===== src/rtl/microseq.sv =====
// Am2910-style microprogram sequencer: selects the next microinstruction address
// from the micro-PC, a LIFO subroutine/loop stack, a down-counter or the branch input.
module microseq #(
  parameter int AW    = 12,
  parameter int DEPTH = 5
) (
  input  logic          clk,
  input  logic          reset,
  input  logic [3:0]    inst,
  input  logic          cc_n,
  input  logic          ccen_n,
  input  logic [AW-1:0] d,
  input  logic          rld_n,
  input  logic          ci,
  output logic [AW-1:0] y,
  output logic          full_n,
  output logic          pl_n,
  output logic          map_n,
  output logic          vect_n
);

  localparam int SPW = $clog2(DEPTH + 1);
  localparam logic [SPW-1:0] SP_MAX = SPW'(DEPTH);
  localparam logic [SPW-1:0] SP_ONE = SPW'(1);
  localparam logic [AW-1:0]  R_ONE  = AW'(1);

  typedef enum logic [3:0] {
    JZ   = 4'd0,  CJS  = 4'd1,  JMAP = 4'd2,  CJP  = 4'd3,
    PUSH = 4'd4,  JSRP = 4'd5,  CJV  = 4'd6,  JRP  = 4'd7,
    RFCT = 4'd8,  RPCT = 4'd9,  CRTN = 4'd10, CJPP = 4'd11,
    LDCT = 4'd12, LOOP = 4'd13, CONT = 4'd14, TWB  = 4'd15
  } inst_e;

  logic [AW-1:0]  upc;
  logic [AW-1:0]  cnt;
  logic [SPW-1:0] sp;
  logic [AW-1:0]  stack [DEPTH];

  logic           pass;
  logic           cnt_zero;
  logic [AW-1:0]  f;
  logic           do_push;
  logic           do_pop;
  logic           do_clr;
  logic           do_ld;
  logic           do_dec;

  assign pass     = ccen_n | ~cc_n;
  assign cnt_zero = (cnt == '0);
  // An empty stack reads as address zero.
  assign f        = (sp == '0) ? '0 : stack[sp - SP_ONE];
  assign full_n   = (sp != SP_MAX);

  assign map_n  = (inst != JMAP);
  assign vect_n = (inst != CJV);
  assign pl_n   = ~((inst != JMAP) && (inst != CJV));

  always_comb begin
    y       = upc;
    do_push = 1'b0;
    do_pop  = 1'b0;
    do_clr  = 1'b0;
    do_ld   = 1'b0;
    do_dec  = 1'b0;
    case (inst)
      JZ: begin
        y      = '0;
        do_clr = 1'b1;
      end
      CJS: begin
        if (pass) begin
          y       = d;
          do_push = 1'b1;
        end
      end
      JMAP: y = d;
      CJP:  if (pass) y = d;
      PUSH: begin
        do_push = 1'b1;
        do_ld   = pass;
      end
      JSRP: begin
        do_push = 1'b1;
        y       = pass ? d : cnt;
      end
      CJV:  if (pass) y = d;
      JRP:  y = pass ? d : cnt;
      RFCT: begin
        if (!cnt_zero) begin
          y      = f;
          do_dec = 1'b1;
        end else begin
          do_pop = 1'b1;
        end
      end
      RPCT: begin
        if (!cnt_zero) begin
          y      = d;
          do_dec = 1'b1;
        end
      end
      CRTN: begin
        if (pass) begin
          y      = f;
          do_pop = 1'b1;
        end
      end
      CJPP: begin
        if (pass) begin
          y      = d;
          do_pop = 1'b1;
        end
      end
      LDCT: do_ld = 1'b1;
      LOOP: begin
        if (pass) do_pop = 1'b1;
        else      y      = f;
      end
      CONT: y = upc;
      TWB: begin
        if (pass) begin
          do_pop = 1'b1;
        end else if (!cnt_zero) begin
          y      = f;
          do_dec = 1'b1;
        end else begin
          y      = d;
          do_pop = 1'b1;
        end
      end
      default: y = upc;
    endcase
  end

  always_ff @(posedge clk) begin
    if (reset) begin
      upc <= '0;
      cnt <= '0;
      sp  <= '0;
      for (int i = 0; i < DEPTH; i++) stack[i] <= '0;
    end else begin
      upc <= y + AW'(ci);

      // An external load wins over any decrement in the same cycle.
      if (!rld_n || do_ld)
        cnt <= d;
      else if (do_dec)
        cnt <= cnt - R_ONE;

      // Clear beats push; a push into a full stack overwrites the top entry.
      if (do_clr) begin
        sp <= '0;
      end else if (do_push) begin
        if (sp == SP_MAX) begin
          stack[SP_MAX - SP_ONE] <= upc;
        end else begin
          stack[sp] <= upc;
          sp        <= sp + SP_ONE;
        end
      end else if (do_pop && (sp != '0)) begin
        sp <= sp - SP_ONE;
      end
    end
  end

endmodule


===== config.mk =====
export PLATFORM = sky130hd
export DESIGN_NAME = microseq
export DESIGN_NICKNAME = d
export VERILOG_FILES = /design/src/rtl/microseq.sv
export SDC_FILE = /design/constraint.sdc
export NUM_CORES = 1
export LEC_CHECK = 0
export CAP_MARGIN = 10
export CORE_ASPECT_RATIO = 0.75
export CORE_MARGIN = 2
export CORE_UTILIZATION = 57
export CTS_CLUSTER_SIZE = 30
export DETAILED_ROUTE_END_ITERATION = 8
export PLACE_DENSITY = 0.83
export SETUP_SLACK_MARGIN = 0.5
export SLEW_MARGIN = 40
export SYNTH_ARGS = -nofsm -noshare
export SYNTH_HDL_FRONTEND = slang
export SYNTH_SLANG_ARGS = --single-unit

===== constraint.sdc =====
create_clock -name clk -period 5.8 [get_ports clk]
set_input_delay 1.74 -clock clk [delete_from_list [all_inputs] [get_ports clk]]
set_output_delay 1.74 -clock clk [all_outputs]
set_load 0.005 [all_outputs]

==> results.cfg <==
[synth]
syn_area_sq_um = 7190
synth_edf_count = 96
syn_nets = 692
syn_inst = 663
ys_async_sr_fraction = 0
yosysUniqueCellTypes = 81
synth.avg_cell_area_sq_um = 10.8
ys_dominant_reg_cell = edfxtp_1
synth-warning-count = 0
ys_seq_elements = 123
synth-seq-area-share = 0.476

[timing]
rsz0062_at_grt = yes
skew_ns = 0.0116
hold_viol_final = 0
tns_ns = 0
min_period_ns = 5.49
slew_violations = 0
tightestPinTransition_ns = 0.810
hold_slack_ns = 0.575
max_freq_mhz = 182
setup_viol = 0
finalCritPeriodShare = 0.947
setup_slack_ns = 0.307
slew_headroom = 0.458

[grt]
use_met3 = 0.103
grt_max_degree = 28
antenna_found_initial = 1
overflow = 0
grt_pass1_wl_mm = 39.8
grt_util_met2 = 0.611
grt_busiest_layer = met2
grt_use_total = 0.400
first_global_vias = 6779
grt.met1_usage = 0.550

[critical_path]
crit_arrival_ns = 3.75
crit_end = y[9]
rrSetupSlack_ns = 0.54
cp.required_ns = 4.06
reg2reg_from = sp[0]
critPathLaunchType = input port
critPathMaxFanout = 3
startpoint = cc_n
regToRegEndpoint = upc[11]
reg2reg_depth = 31
cp-end-kind = output port
crit_type = input port to output port

[power_and_ir_drop]
power.total_mw = 2.90
powerDensity_nw_per_um2 = 288
p_leak_nw = 3.94
irDropWorstVdd_mv = 0.241

[min_path]
hold_path_class = flip-flop to flip-flop
min_from = sp[1]

[clock_tree]
cts_root_buf = clkbuf_16
clkLatencyLatePin_ns = 0.43
numCtsBuffers = 17
clk_pin_slew_worst_paths_ns = 0.06
cts.sinks = 123
clk_path_buf_depth = 2
cts_max_level = 4
cts_tree = built

[final_layout]
n_antenna_cell = 0
drive_gt1_frac = 0.412
syn_to_final_growth_pct = 39.9
final.fill_count = 668
nNetsFinal = 880
final_core_util = 0.817

[floorplan]
die_w_um = 134
pin_count = 38
design.die.area_sq_um = 13500
die_h_um = 101
start_util = 0.584
num_rows = 35
core_sq_um = 12300

[routing]
route.vias.total = 7030
antenna_left = 0
wl_per_cell_um = 25.9
routed_wl_mm = 26.7
drc = 0
drtIter0Drc = 1162
drt_pass1_iterations = 6
via_per_inst = 6.83

[place]
post-place-ws_ns = -0.412
finalWeightedCongestion = 1.04
io_buffers = 37
dp_hpwl_mm = 17.3

[run]
drv_cap = 0

[status]
status = complete, no violations
==> through the flow <==
step	cell area, sq um	instances
2_1_floorplan	7190	663
3_3_place_gp	8420	931
3_5_place_dp	8420	931
4_1_cts	9770	1016
5_1_grt	10100	1030
6_report	10100	1030
==> critical path: stages <==
cell     delay (ns)
buf_8          0.10
buf_6          0.11
nor2b_4        0.12
buf_6          0.12
buf_6          0.11
buf_6          0.11
buf_6          0.12
a21o_1         0.21
buf_6          0.13
a221o_1        0.38
a22oi_2        0.24
nand2_1        0.11
buf_2          0.14
==> where the power goes <==
part           switching [mW]  internal (mW)
logic                   0.399          0.365
clock network           0.473          0.613
registers              0.0615          0.990
total                   0.933           1.97
==> worst min path at each step <==
stage,end,slack (ns),cells after the start
after global routing,stack[5][7],0.59,0
after CTS,stack[6][7],0.58,0
after floorplan,stack[5][4],0.44,0
after global placement,stack[5][7],0.54,0
after detailed placement,stack[5][7],0.55,0
final,sp[1],0.58,2
==> cell type report <==
| class | instances | area [sq um] | area share |
|---|---|---|---|
| Multi-Input combinational cell | 481 | 3940 | 0.392 |
| Sequential cell | 123 | 3430 | 0.341 |
| Timing Repair Buffer | 213 | 1830 | 0.182 |
| Clock buffer | 17 | 425 | 0.0423 |
| Tap cell | 166 | 208 | 0.0206 |
| Clock inverter | 15 | 168 | 0.0167 |
| Inverter | 15 | 60.1 | 0.00597 |
==> sequential cells by signal (all words and copies together) (netlist names) <==
| signal | count |
|---|---|
| stack | 96 |
| cnt | 12 |
| upc | 12 |
| sp | 3 |
==> kinds of logic (layout without fill, tap and decap cells) <==
| kind of cell | after synthesis | count (layout) | synth area share |
|---|---|---|---|
| and+or+nand+nor | 256 | 256 | 0.201 |
| AOI/OAI and AO/OA | 158 | 158 | 0.152 |
| DFF | 123 | 123 | 0.476 |
| buffers and inverters | 59 | 260 | 0.0346 |
| muxes | 44 | 44 | 0.105 |
| xor gates and xnor gates | 16 | 16 | 0.0195 |
| adders and majority gates | 7 | 7 | 0.0122 |
==> routing by layer <==
metal / vias up / wire length, um
met4: 0 / 1180
met3: 135 / 3300
met2: 589 / 11900
met5: - / 0
met1: 3389 / 10400
li1: 2917 / -
==> timing repair <==
item,4_1_cts,5_1_grt
hold buffers,0,0
setup endpoints to repair,13,13
gates cloned,1,0
buffers inserted,52,14
gates resized for setup,155,57
pin swaps,41,23
==> cell usage after synthesis (3+ instances only) <==
library cell | n | share of area
nor3_1 | 24 | 0.017
inv_1 | 14 | 0.0073
nand2_1 | 43 | 0.022
o21ai_0 | 27 | 0.019
a22o_1 | 8 | 0.0097
nand3b_1 | 3 | 0.0031
nand2b_1 | 7 | 0.0061
nor2b_1 | 6 | 0.0052
nand3_1 | 13 | 0.0090
a21oi_1 | 30 | 0.021
buf_2 | 10 | 0.0070
o22ai_1 | 10 | 0.0087
a41oi_1 | 3 | 0.0037
nor2_1 | 55 | 0.029
o21a_1 | 4 | 0.0042
a221oi_1 | 5 | 0.0061
mux4_2 | 24 | 0.075
ha_1 | 7 | 0.012
o211ai_1 | 4 | 0.0042
a211oi_1 | 13 | 0.014
o21ai_1 | 5 | 0.0035
and3_1 | 4 | 0.0035
xnor2_1 | 7 | 0.0085
a22oi_1 | 8 | 0.0084
xor2_1 | 9 | 0.011
and2_1 | 58 | 0.050
a31oi_1 | 8 | 0.0070
mux2_2 | 11 | 0.017
nand4_1 | 7 | 0.0061
a221o_1 | 3 | 0.0042
or3_1 | 3 | 0.0026
o31ai_1 | 3 | 0.0031
or2_2 | 7 | 0.0061
mux2i_1 | 9 | 0.013
dfxtp_1 | 27 | 0.075
a21o_1 | 3 | 0.0031
clkbuf_1 | 27 | 0.014
buf_1 | 5 | 0.0026
edfxtp_1 | 96 | 0.40
==> cell usage in the layout, fill, tap and decap left out, types with 6 or more instances in the layout <==
master           count
a22oi_2              6
mux4_2              24
dfxtp_1             25
a22o_1               8
buf_2               10
o21ai_0             18
buf_4              135
clkbuf_16           17
nand2_1             38
a211oi_1            11
a31oi_1              7
mux2_2              11
and2_1              57
edfxtp_1            96
or2_2                6
o21ai_1             11
a21oi_1             25
nor2_1              50
mux2i_1              8
inv_6                6
inv_1               12
nand3_1             12
clkdlybuf4s50_1     18
nand4_1              7
nor3_1              22
xnor2_1              7
xor2_1               9
ha_1                 6
buf_6               38
Power figures use the tool's default switching activity.
